===== config.mk =====
export PLATFORM = sky130hd
export DESIGN_NAME = mem_stage
export DESIGN_NICKNAME = d
export VERILOG_FILES = /design/src/rtl/mem_stage.sv
export SDC_FILE = /design/constraint.sdc
export NUM_CORES = 1
export LEC_CHECK = 0
export CORE_MARGIN = 1.5
export CORE_UTILIZATION = 41
export DETAILED_ROUTE_END_ITERATION = 10
export PLACE_DENSITY = 0.8
export SYNTH_ARGS = -nofsm -noshare
export SYNTH_HDL_FRONTEND = slang
export SYNTH_SLANG_ARGS = --single-unit

===== constraint.sdc =====
create_clock -name CLK -period 4.8 [get_ports CLK]
set_input_delay 0.96 -clock CLK [delete_from_list [all_inputs] [get_ports CLK]]
set_output_delay 0.96 -clock CLK [all_outputs]
set_load 0.01 [all_outputs]

===== src/rtl/mem_stage.sv =====
// mem_stage: MEM pipeline stage. It runs loads and stores over a dmem req/ack handshake with a
// timeout, and drives the MEM forwarding values and the MEM/WB register. The optional posted store buffer is enabled by MEM_STORE_BUFFER_EN.
module mem_stage #(
   parameter int DMEM_TIMEOUT = 255
) (
   input  logic        CLK,
   input  logic        RESET,
   input  logic [31:0] aluResult1_PR,
   input  logic [31:0] readDataB1_PR,
   input  logic        MemRead1_PR,
   input  logic        MemWrite1_PR,
   input  logic        MemtoReg1_PR,
   input  logic [2:0]  MemSize1_PR,
   input  logic [4:0]  writeRegister1_PR,
   input  logic        do_writeback1_PR,
   output logic        dmem_req,
   output logic        dmem_we,
   output logic [31:0] dmem_addr,
   output logic [31:0] dmem_wdata,
   output logic [3:0]  dmem_be,
   input  logic        dmem_ack,
   input  logic [31:0] dmem_rdata,
   output logic        STALL_MEM,
   output logic [31:0] Data1_MEM,
   output logic [4:0]  writeRegister1_MEM,
   output logic        do_writeback1_MEM,
   output logic [31:0] Data1_WB,
   output logic [4:0]  writeRegister1_WB,
   output logic        do_writeback1_WB,
   output logic        mem_fault
);

   typedef enum logic [1:0] {IDLE, BUSY, DONE} state_t;

   state_t      state_reg, state_next;
   logic [7:0]  tmo_cnt_reg;
   logic [31:0] load_data_reg;
   logic        fault_op_reg;

   logic        memop, is_byte, is_half, is_word, is_unsigned, misaligned;
   logic [31:0] word_addr, wdata_calc, load_ext, lane_data;
   logic [3:0]  be_calc;
   logic        timeout_hit, fault_this_op;
   logic        sb_free, start_post, start_access, start_fault;

   assign memop       = MemRead1_PR | MemWrite1_PR;
   assign is_byte     = (MemSize1_PR == 3'd0) || (MemSize1_PR == 3'd4);
   assign is_half     = (MemSize1_PR == 3'd1) || (MemSize1_PR == 3'd5);
   assign is_word     = !is_byte && !is_half;
   assign is_unsigned = (MemSize1_PR == 3'd4) || (MemSize1_PR == 3'd5);
   assign misaligned  = (is_half && aluResult1_PR[0]) || (is_word && (aluResult1_PR[1:0] != 2'b00));
   assign word_addr   = {aluResult1_PR[31:2], 2'b00};
   assign timeout_hit = (tmo_cnt_reg == 8'(DMEM_TIMEOUT - 1));
   assign fault_this_op = (state_reg == DONE) && fault_op_reg;

`ifdef MEM_STORE_BUFFER_EN
   logic        sb_valid_reg;
   logic [31:0] sb_addr_reg, sb_wdata_reg;
   logic [3:0]  sb_be_reg;

   assign sb_free    = !sb_valid_reg;
   assign start_post = (state_reg == IDLE) && MemWrite1_PR && !MemRead1_PR && !misaligned && sb_free;
`else
   assign sb_free    = 1'b1;
   assign start_post = 1'b0;
`endif

   assign start_access = (state_reg == IDLE) && memop && sb_free && !misaligned && !start_post;
   assign start_fault  = (state_reg == IDLE) && memop && sb_free && misaligned;

   always_comb begin
      be_calc    = 4'b1111;
      wdata_calc = readDataB1_PR;
      if (is_byte) begin
         be_calc    = 4'b0001 << aluResult1_PR[1:0];
         wdata_calc = {4{readDataB1_PR[7:0]}};
      end else if (is_half) begin
         be_calc    = 4'b0011 << aluResult1_PR[1:0];
         wdata_calc = {2{readDataB1_PR[15:0]}};
      end
   end

   // The PR address is held by the stall, so its low bits still select the lane at ack time.
   always_comb begin
      lane_data = dmem_rdata >> {aluResult1_PR[1:0], 3'b000};
      load_ext  = dmem_rdata;
      if (is_byte)
         load_ext = is_unsigned ? {24'h0, lane_data[7:0]} : {{24{lane_data[7]}}, lane_data[7:0]};
      else if (is_half)
         load_ext = is_unsigned ? {16'h0, lane_data[15:0]} : {{16{lane_data[15]}}, lane_data[15:0]};
   end

   always_comb begin
      state_next = state_reg;
      case (state_reg)
         IDLE: begin
            if (start_fault)
               state_next = DONE;
            else if (start_access)
               state_next = BUSY;
         end
         BUSY: begin
            if (dmem_ack || timeout_hit)
               state_next = DONE;
         end
         DONE:    state_next = IDLE;
         default: state_next = IDLE;
      endcase
   end

   always_ff @(posedge CLK or posedge RESET) begin
      if (RESET)
         state_reg <= IDLE;
      else
         state_reg <= state_next;
   end

   always_ff @(posedge CLK or posedge RESET) begin
      if (RESET) begin
         dmem_req      <= 1'b0;
         dmem_we       <= 1'b0;
         dmem_addr     <= 32'h0;
         dmem_wdata    <= 32'h0;
         dmem_be       <= 4'h0;
         tmo_cnt_reg   <= 8'h0;
         load_data_reg <= 32'h0;
         fault_op_reg  <= 1'b0;
         mem_fault     <= 1'b0;
`ifdef MEM_STORE_BUFFER_EN
         sb_valid_reg  <= 1'b0;
         sb_addr_reg   <= 32'h0;
         sb_wdata_reg  <= 32'h0;
         sb_be_reg     <= 4'h0;
`endif
      end else begin
         case (state_reg)
            IDLE: begin
               fault_op_reg <= start_fault;
               if (start_fault)
                  mem_fault <= 1'b1;
               if (start_access) begin
                  dmem_req    <= 1'b1;
                  dmem_we     <= MemWrite1_PR;
                  dmem_addr   <= word_addr;
                  dmem_be     <= be_calc;
                  dmem_wdata  <= wdata_calc;
                  tmo_cnt_reg <= 8'h0;
               end
`ifdef MEM_STORE_BUFFER_EN
               else if (start_post) begin
                  sb_valid_reg <= 1'b1;
                  sb_addr_reg  <= word_addr;
                  sb_be_reg    <= be_calc;
                  sb_wdata_reg <= wdata_calc;
               end else if (sb_valid_reg) begin
                  // Drain runs while the main FSM idles; a pending memop waits on sb_free.
                  if (!dmem_req) begin
                     dmem_req    <= 1'b1;
                     dmem_we     <= 1'b1;
                     dmem_addr   <= sb_addr_reg;
                     dmem_be     <= sb_be_reg;
                     dmem_wdata  <= sb_wdata_reg;
                     tmo_cnt_reg <= 8'h0;
                  end else if (dmem_ack) begin
                     dmem_req     <= 1'b0;
                     sb_valid_reg <= 1'b0;
                  end else if (timeout_hit) begin
                     dmem_req     <= 1'b0;
                     sb_valid_reg <= 1'b0;
                     mem_fault    <= 1'b1;
                  end else begin
                     tmo_cnt_reg <= tmo_cnt_reg + 8'd1;
                  end
               end
`endif
            end
            BUSY: begin
               if (dmem_ack) begin
                  dmem_req      <= 1'b0;
                  load_data_reg <= load_ext;
               end else if (timeout_hit) begin
                  dmem_req     <= 1'b0;
                  fault_op_reg <= 1'b1;
                  mem_fault    <= 1'b1;
               end else begin
                  tmo_cnt_reg <= tmo_cnt_reg + 8'd1;
               end
            end
            default: ;
         endcase
      end
   end

   assign STALL_MEM          = memop && (state_reg != DONE) && !start_post;
   assign Data1_MEM          = MemtoReg1_PR ? load_data_reg : aluResult1_PR;
   assign writeRegister1_MEM = writeRegister1_PR;
   assign do_writeback1_MEM  = do_writeback1_PR && !(MemRead1_PR && (state_reg != DONE)) && !fault_this_op;

   always_ff @(posedge CLK or posedge RESET) begin
      if (RESET) begin
         Data1_WB          <= 32'h0;
         writeRegister1_WB <= 5'h0;
         do_writeback1_WB  <= 1'b0;
      end else if (STALL_MEM) begin
         do_writeback1_WB <= 1'b0;
      end else begin
         Data1_WB          <= Data1_MEM;
         writeRegister1_WB <= writeRegister1_PR;
         do_writeback1_WB  <= do_writeback1_MEM;
      end
   end

endmodule


==> results.sh <==
export IMPL_timing_reg2reg_worst_path_depth=6
export IMPL_leakagePower_uw=0.00444
export IMPL_cp_data_arrival_time_ns=2.68
export IMPL_wl_per_cell_um=18.2
export IMPL_post_synth_top_area_fraction_pct=52.2
export IMPL_layout_drive_gt1_share_pct=17.4
export IMPL_grt_busiest_layer="met2"
export IMPL_drc_errors=0
export IMPL_final_util_pct=60.6
export IMPL_vias=5837
export IMPL_maxSlewViolCount=0
export IMPL_reg2reg_to="tmo_cnt_reg[5]$_DFFE_PP0P_"
export IMPL_grt_pass1_wl_um=32100
export IMPL_fillers=1403
export IMPL_track_usage_pct=22.9
export IMPL_cts_num_sinks=150
export IMPL_syn2layout_area_growth_pct=45.2
export IMPL_ys_ff_latch=150
export IMPL_port_buffers=256
export IMPL_initial_core_util_pct=41.7
export IMPL_slew_headroom_pct=26.5
export IMPL_r2r_start="tmo_cnt_reg[0]$_DFFE_PP0P_"
export IMPL_num_nets_final=1001
export IMPL_ys_flop_type="dfrtp_1"
export IMPL_clock_latency_ns=0.42
export IMPL_grt_antenna_before_repair=3
export IMPL_p_sw_share_pct=32.5
export IMPL_clkPwrFrac_pct=20.8
export IMPL_grt_max_degree=86
export IMPL_irDropWorstVdd_uv=287
export IMPL_cts_inserted_buffers=17
export IMPL_core_region_area_um2=17200
export IMPL_ys_async_sr_fraction_pct=100
export IMPL_cellInternalPower_uw=4080
export IMPL_p_sw_uw=1970
export IMPL_synth_edf_count=0
export IMPL_drt_iter0_markers=420
export IMPL_yosys_area_top_type="dfrtp_1"
export IMPL_dr_pass1_iters=5
export IMPL_pre_cts_slack_ns=1.15
export IMPL_hpwlAfterDp_um=14900
export IMPL_via_per_inst=5.20
export IMPL_hold_viol_final=0
export IMPL_cts_root_buffer_cell="clkbuf_16"
export IMPL_cp_endpoint="Data1_MEM[0]"
export IMPL_die_area_um2=18300
export IMPL_final_period_utilization_pct=75.9
export IMPL_cp_max_fo=15
export IMPL_finalWorstPathRequiredPeriod_ns=3.64
export IMPL_power_uw=6050
export IMPL_cts_resized=0
export IMPL_grt_util_met3_pct=5.72
export IMPL_finalSetupViolCount=0
export IMPL_seq_area_frac_synth_pct=52.2
export IMPL_synthTopCellsByCount="150 x dfrtp_1, 101 x mux2_2, 79 x nand2_1"
export IMPL_syn_area_um2=7190
export IMPL_clockBufferDepth=2
export IMPL_p_per_area_nw_per_um2=579
export IMPL_met1_usage_pct=30.0
export IMPL_max_freq_ghz=0.275
export IMPL_htreeDepth=4
export IMPL_postSynthAreaPerCell_um2=11.1
export IMPL_synth_cells=649
export IMPL_ctsHoldBuffers=0
export IMPL_clk_pin_slew_ns=0.06
export IMPL_status="finished clean"
export IMPL_startpoint="aluResult1_PR[0]"
export IMPL_ys_warn_count=0
export IMPL_die_w_um=135
export IMPL_wl_um=20500
export IMPL_skew_ns=0.00764
export IMPL_rsz0062_at_grt="false"
export IMPL_cts_setup_buffers=0
export IMPL_place_congestion=0.832
export IMPL_endpoint_kind="primary output"
export IMPL_fp_dieH_um=135
export IMPL_setup_tns_ns=0
export IMPL_grt_overflow=0
export IMPL_cts_tree="done"
export IMPL_ys_types=53
export IMPL_grt_pass1_vias=5745
export IMPL_critPathLaunchType="input pin"
export IMPL_seq_power_share_pct=36.5
export IMPL_finalWorstSetupSlack_ns=1.16
export IMPL_critical_path_required_ns=3.84
export IMPL_reg2reg_setup_slack_ns=2.66
export IMPL_max_cap_violations=0
export IMPL_rows=48
export IMPL_critPathKind="input pin to primary output"
export IMPL_fin_hold_ws_ns=0.468
export IMPL_holdCritPathClass="register to register"
export IMPL_yosysMostFrequentCell="dfrtp_1"
export IMPL_combPwrFrac_pct=42.7
export IMPL_antenna_left=0
export IMPL_tightestPinTransition_ns=1.10
export IMPL_synth_area_leaders="dfrtp_1 52%, mux2_2 16%, mux2i_1 4.3%, nand2_1 4.1%, o21ai_0 3.3%"
export IMPL_pin_count=259
export IMPL_gr_usage_met2_pct=35.6
[logic make-up (layout without fill, tap and decap cells)]
group / Yosys count / after routing / synth area share [%]
AO/OA/AOI/OAI: 111 / 111 / 9.77
XOR/XNOR: 3 / 3 / 0.366
adder cells (fa/ha/maj): 6 / 6 / 1.04
buffers and inverters: 63 / 309 / 4.27
flip-flops: 150 / 150 / 52.2
multiplexers: 133 / 133 / 20.5
other: 1 / 4 / 0.0522
AND/OR/NAND/NOR: 182 / 182 / 11.8
[layout make-up]
type,count,area [um^2],area share [%]
clock buffers,19,443,4.24
clock inverters,12,106,1.02
diodes,2,5.00,0.0479
well taps,225,282,2.70
inverters,11,45.0,0.431
flip-flops and latches,150,3750,36.0
repair buffers,267,2660,25.5
multi-input cells,437,3140,30.1
[power by group through the flow]
stage / sequential (uW) / combinational [uW] / clock, uW
3_5_place_dp: 2220 / 2610 / 0
6_report: 2210 / 2580 / 1260
5_1_grt: 2280 / 2800 / 1330
4_1_cts: 2210 / 2620 / 1280
2_1_floorplan: 2340 / 1030 / 0
3_3_place_gp: 2190 / 2560 / 0
[placed cells by master (no fill, tap or decap), types with 10 or more instances in the layout]
cell / n
dfrtp_1: 150
o21ai_0: 48
a21oi_1: 18
nor2_1: 26
clkbuf_16: 17
mux2i_1: 31
o22ai_1: 10
mux2_2: 101
nand3_1: 38
clkdlybuf4s50_1: 254
nand2_1: 79
[how the worst min path moves through the flow]
| stage | start | end | slack (ns) | depth (start not counted) |
|---|---|---|---|---|
| CTS | writeRegister1_WB[0]$_DFFE_PP0N_ | writeRegister1_WB[0]$_DFFE_PP0N_ | 0.47 | 2 |
| detailed placement | writeRegister1_WB[0]$_DFFE_PP0N_ | writeRegister1_WB[0]$_DFFE_PP0N_ | 0.46 | 2 |
| floorplan | load_data_reg[2]$_DFFE_PP0P_ | load_data_reg[2]$_DFFE_PP0P_ | 0.44 | 2 |
| finish | writeRegister1_WB[4]$_DFFE_PP0N_ | writeRegister1_WB[4]$_DFFE_PP0N_ | 0.47 | 2 |
| global route | writeRegister1_WB[3]$_DFFE_PP0N_ | writeRegister1_WB[3]$_DFFE_PP0N_ | 0.50 | 2 |
| global placement | writeRegister1_WB[0]$_DFFE_PP0N_ | writeRegister1_WB[0]$_DFFE_PP0N_ | 0.45 | 2 |
[through the flow]
| stage | instances | area [um^2] |
|---|---|---|
| 2_1_floorplan | 650 | 7190 |
| 3_3_place_gp | 1090 | 9880 |
| 3_5_place_dp | 1090 | 9880 |
| 4_1_cts | 1121 | 10400 |
| 5_1_grt | 1123 | 10400 |
| 6_report | 1123 | 10400 |
[worst max-delay path: stages]
cell,delay (ns)
clkdlybuf4s50_1,0.47
inv_1,0.23
o21ai_0,0.41
clkdlybuf4s50_1,0.61
[metal layers]
metal	part of all wire, %	up-vias
li1	-	2781
met1	43	2801
met2	48	212
met3	6.2	41
met4	3.3	2
met5	0.073	-
No activity file was read; power rests on OpenSTA's default activity.
==> edit 1 (same settings) <==
Set the parameter `DMEM_TIMEOUT` to 128 (it was 255).
--- a/src/rtl/mem_stage.sv
+++ b/src/rtl/mem_stage.sv
@@ -1,7 +1,7 @@
 // mem_stage: MEM pipeline stage. It runs loads and stores over a dmem req/ack handshake with a
 // timeout, and drives the MEM forwarding values and the MEM/WB register. The optional posted store buffer is enabled by MEM_STORE_BUFFER_EN.
 module mem_stage #(
-   parameter int DMEM_TIMEOUT = 255
+   parameter int DMEM_TIMEOUT = 128
 ) (
    input  logic        CLK,
    input  logic        RESET,
Behaviour: no difference found for any inputs over 4 cycles, from zero or initial values and one cycle with RESET high; that may be too few to reach the edited logic, so the function may still have changed.
==> edit 1 against the unedited design <==
Sequential cell count stayed put. Cell count is 0.18% higher. Clock power is 14% higher. Count of clock-buffer cells in the layout is 2 higher. Synthesized area is 0.17% lower. Routed wire length is 1.2% lower. Setup slack worse by 0.15 ns. Design area is 0.68% higher. Power is 3.9% higher. Largest power group unchanged. Highest routed layer is now met4.
==> edit 1: results (changes against the unedited design) <==
metric,value,unit,change
outcome,"complete, no violations",,unchanged
grt_use_met3,0.0602,,was 0.0572
synth-xor-area-share,0.00244,,was 0.00366
synth_fa_ha_area_frac,0.00872,,was 0.0104
gp_congestion,0.835,,was 0.832
yosysUniqueCellTypes,54,,was 53
grt_pass1_vias,5773,,"was 5,745"
first_iter_violations,414,,was 420
nets,1000,,"was 1,001"
hp-class,reg2reg,,unchanged
synth.top_cells.by_area,"dfrtp_1 52%, mux2_2 16%, mux2i_1 4.2%, nand2_1 4.0%, o21ai_0 3.2%",,"was dfrtp_1 52%, mux2_2 16%, mux2i_1 4.3%, nand2_1 4.1%, o21ai_0 3.3%"
maxSlewHeadroom,0.437,,was 0.265
dr.pass1.iters,5,,unchanged
synthTopCellsByCount,"150 x dfrtp_1, 102 x mux2_2, 77 x nand2_1, 46 x o21ai_0, 43 x nor2_1",,"was 150 x dfrtp_1, 101 x mux2_2, 79 x nand2_1, 48 x o21ai_0, 38 x nand3_1"
synth.yosys.seq_area_share,0.523,,was 0.522
antenna_found_initial,3,,unchanged
grt_max_degree,151,,was 86
cp_max_fo,16,,was 15
ys_warn_count,0,,unchanged
synth_compound_area_frac,0.115,,was 0.0977
grt_pass1_wl,31400,um,"was 32,100 um"
root_buffer,clkbuf_16,,unchanged
io_buffers,256,,unchanged
gr-usage-met2,0.357,,was 0.356
clk_latency,0.41,ns,
drc_errors,0,,unchanged
irDropWorstVdd,0.309,mV,was 0.287 mV
vias,5858,,"was 5,837"
grt_use_met1,0.289,,was 0.300
wire_per_inst,18.0,um,was 18.2 um
track_usage,0.223,,was 0.229
drive_gt1_frac,0.175,,was 0.174
hpwlAfterDp,14600,um,"was 14,900 um"
h-tree-depth,4,,unchanged
leakagePower,4.43,nW,was 4.44 nW
skew,0.00703,ns,was 0.00764 ns
synth_mux_area_frac,0.205,,about the same
cts.path.max_buffers,2,,unchanged
[edit 1: cell count changes in the layout (fill, tap and decap cells not counted), moves of 3 or more]
cell / delta
a21oi_1: +17
nand2b_1: +3
o21a_1: +3
nand3_1: -34
bufinv_16: +3
nor2_1: +16
clkinvlp_4: -3
nand2_1: -3
[edit 1: metrics by stage]
stage | std cells | utilization | hold slack, ns | instance area, sq um | setup slack, ns
floorplan | 648 | - | 0.444 | 7180 | 1.90
global placement | 1090 | 0.574 | 0.449 | 9860 | 0.969
detailed placement | 1090 | 0.574 | 0.464 | 9860 | 0.969
CTS | 1122 | 0.611 | 0.478 | 10500 | 0.971
global route | 1123 | 0.612 | 0.496 | 10500 | 0.926
finish | 1125 | 0.612 | 0.466 | 10500 | 1.01
[edit 1: path summary, 6_finish.rpt]
kind / from / slack [ns] / endpoint / depth (start not counted)
worst max-delay path: aluResult1_PR[1] / 1.01 / Data1_MEM[1] / 4
worst min-delay path: writeRegister1_WB[1]$_DFFE_PP0N_ / 0.47 / writeRegister1_WB[1]$_DFFE_PP0N_ / 2
worst max register to register: state_reg[1]$_DFFE_PP0P_ / 2.65 / load_data_reg[27]$_DFFE_PP0P_ / 4
worst min register to register: writeRegister1_WB[1]$_DFFE_PP0N_ / 0.47 / writeRegister1_WB[1]$_DFFE_PP0N_ / 2
max in group asynchronous: RESET / 3.07 / dmem_addr[7]$_DFFE_PP0P_ / 3
min in group asynchronous: RESET / 1.12 / do_writeback1_WB$_DFF_PP0_ / 3
[edit 1: where the power goes]
part / total [mW] / switching, mW / internal, mW / leakage (nW)
clock network: 1.44 / 0.529 / 0.914 / 0.314
logic: 2.63 / 1.10 / 1.53 / 2.34
registers: 2.21 / 0.346 / 1.86 / 1.78
total: 6.28 / 1.97 / 4.31 / 4.43
[edit 1: cell type report]
class                   count  area, sq um
repair buffers            265         2630
clock buffers              21          470
well taps                 225          282
diodes                      3         7.51
flip-flops and latches    150         3750
fillers                  1439         6670
inverters                  10         41.3
clock inverters            11          169
multi-input cells         440         3150
[edit 1: cell families (layout without fill, tap and decap cells)]
family	Yosys count	after routing
adders and majority gates	5	5
AOI/OAI and AO/OA	130	130
DFF	150	150
buffers and inverters	58	307
muxes	133	133
xor gates and xnor gates	2	2
other	1	5
and+or+nand+nor	168	168
[edit 1: metal layers]
| metal | share of wire | vias to the layer above |
|---|---|---|
| met5 | 0 | - |
| met4 | 0.021 | 0 |
| li1 | - | 2773 |
| met3 | 0.069 | 25 |
| met1 | 0.43 | 2839 |
| met2 | 0.48 | 221 |
[edit 1: worst max-delay path, cell delays in order]
cell	delay, ns
clkdlybuf4s50_1	0.54
inv_1	0.26
o21ai_0	0.44
clkdlybuf4s50_1	0.62
==> edit 2 (same flow settings) <==
Without the edit above. The 3 states of `state_t` get a one-hot encoding in 3 bits.
--- a/src/rtl/mem_stage.sv
+++ b/src/rtl/mem_stage.sv
@@ -30,7 +30,7 @@
    output logic        mem_fault
 );
 
-   typedef enum logic [1:0] {IDLE, BUSY, DONE} state_t;
+   typedef enum logic [2:0] {IDLE = 3'b001, BUSY = 3'b010, DONE = 3'b100} state_t;
 
    state_t      state_reg, state_next;
    logic [7:0]  tmo_cnt_reg;
Function: same outputs for any inputs over 4 cycles, from zero or initial values and one cycle with RESET high; so few cycles prove little.
==> edit 2 against the unedited design <==
Sequential cell count up 1. Routed wire length up 4.5%. Count of clock-buffer cells in the layout up 5. Core utilization up 0.17 points. Power down 1.4%. Setup slack worse by 0.11 ns. Via count up 0.77%. Design area up 0.98%. Die area up 1.6%. Fmax down 2.8%. Synthesized area up 1.7%. Highest routed layer is now met4.
==> edit 2: results (changes against the unedited design) <==
metric,value,unit,change
endpoint,Data1_MEM[1],,was Data1_MEM[0]
gp_congestion,0.856,,was 0.832
grt_pass1_vias,6129,,"was 5,745"
dr_wl_met3,1180,um,was 1270 um
r2r_slack,1.93,ns,was 2.66 ns
synthTopCellsByCount,"150 x dfrtp_1, 75 x mux2_2, 64 x mux2_1, 53 x nand2_1, 51 x o21ai_0",,"was 150 x dfrtp_1, 101 x mux2_2, 79 x nand2_1, 48 x o21ai_0, 38 x nand3_1"
synth_mux_area_frac,0.244,,was 0.205
dp_slack,0.888,ns,was 1.15 ns
synth_fa_ha_area_frac,0.0103,,was 0.0104
synth.top_cells.by_area,"dfrtp_1 51%, mux2_2 12%, mux2_1 9.9%, o21ai_0 3.5%, nand2_1 2.7%",,"was dfrtp_1 52%, mux2_2 16%, mux2i_1 4.3%, nand2_1 4.1%, o21ai_0 3.3%"
dr.pass1.iters,6,,was 5
fillCellCount,1430,,"was 1,403"
p_switching,1.90,mW,was 1.97 mW
irDropWorstVdd,0.272,mV,was 0.287 mV
nets,985,,"was 1,001"
p_int,4.07,mW,was 4.08 mW
power_clock,1.22,mW,was 1.26 mW
met1_length,9200,um,was 8790 um
grt_pass1_wl,33400,um,"was 32,100 um"
synth-xor-area-share,0.00240,,was 0.00366
gr-usage-met2,0.391,,was 0.356
reg2reg_from,state_reg[0]$_DFFE_PP1P_,,was tmo_cnt_reg[0]$_DFFE_PP0P_
worstRegToRegCells,5,,was 6
maxSlewHeadroom,0.434,,was 0.265
synth_compound_area_frac,0.106,,was 0.0977
seq_power_share,0.369,,was 0.365
outcome,"complete, no violations",,unchanged
grt_max_degree,127,,was 86
totalWireLength,21400,um,"was 20,500 um"
finalCritPeriodShare,0.781,,was 0.759
path_clk_slew,0.06,ns,about the same
min_delay_worst_endpoint,load_data_reg[6]$_DFFE_PP0P_,,was writeRegister1_WB[4]$_DFFE_PP0N_
synth.yosys.seq_area_share,0.517,,was 0.522
grt_use_met3,0.0500,,was 0.0572
drive_gt1_frac,0.143,,was 0.174
skew,0.00800,ns,was 0.00764 ns
crit_start,aluResult1_PR[1],,was aluResult1_PR[0]
arrival,2.79,ns,was 2.68 ns
antenna_found_initial,1,,was 3
track_usage,0.235,,was 0.229
r2r-end,dmem_wdata[27]$_DFFE_PP0P_,,was tmo_cnt_reg[5]$_DFFE_PP0P_
leakagePower,4.37,nW,was 4.44 nW
vias,5882,,"was 5,837"
grt_use_met1,0.299,,was 0.300
hpwlAfterDp,15200,um,"was 14,900 um"
-- edit 2: cell type report --
| cell class | instances | area (sq um) | share of cell area |
|---|---|---|---|
| repair buffers | 266 | 2640 | 0.250 |
| well taps | 225 | 282 | 0.0267 |
| diodes | 1 | 2.50 | 0.000237 |
| multi-input cells | 421 | 3260 | 0.309 |
| clock inverters | 8 | 51.3 | 0.00487 |
| clock buffers | 24 | 482 | 0.0457 |
| inverters | 11 | 45.0 | 0.00427 |
| flip-flops and latches | 151 | 3780 | 0.359 |
-- edit 2: tightest hold or removal path, stage by stage, from the launching register on --
cell     delay [ns]
dfrtp_1        0.34
nand2_1        0.05
o21ai_0        0.06
-- edit 2: per-stage QoR --
step	util	cells	area (sq um)	hold WS, ns
global placement	0.576	1074	10000	0.461
finish	0.607	1107	10500	0.478
detailed placement	0.576	1074	10000	0.467
floorplan	-	631	7310	0.444
global route	0.607	1106	10500	0.491
CTS	0.607	1106	10500	0.483
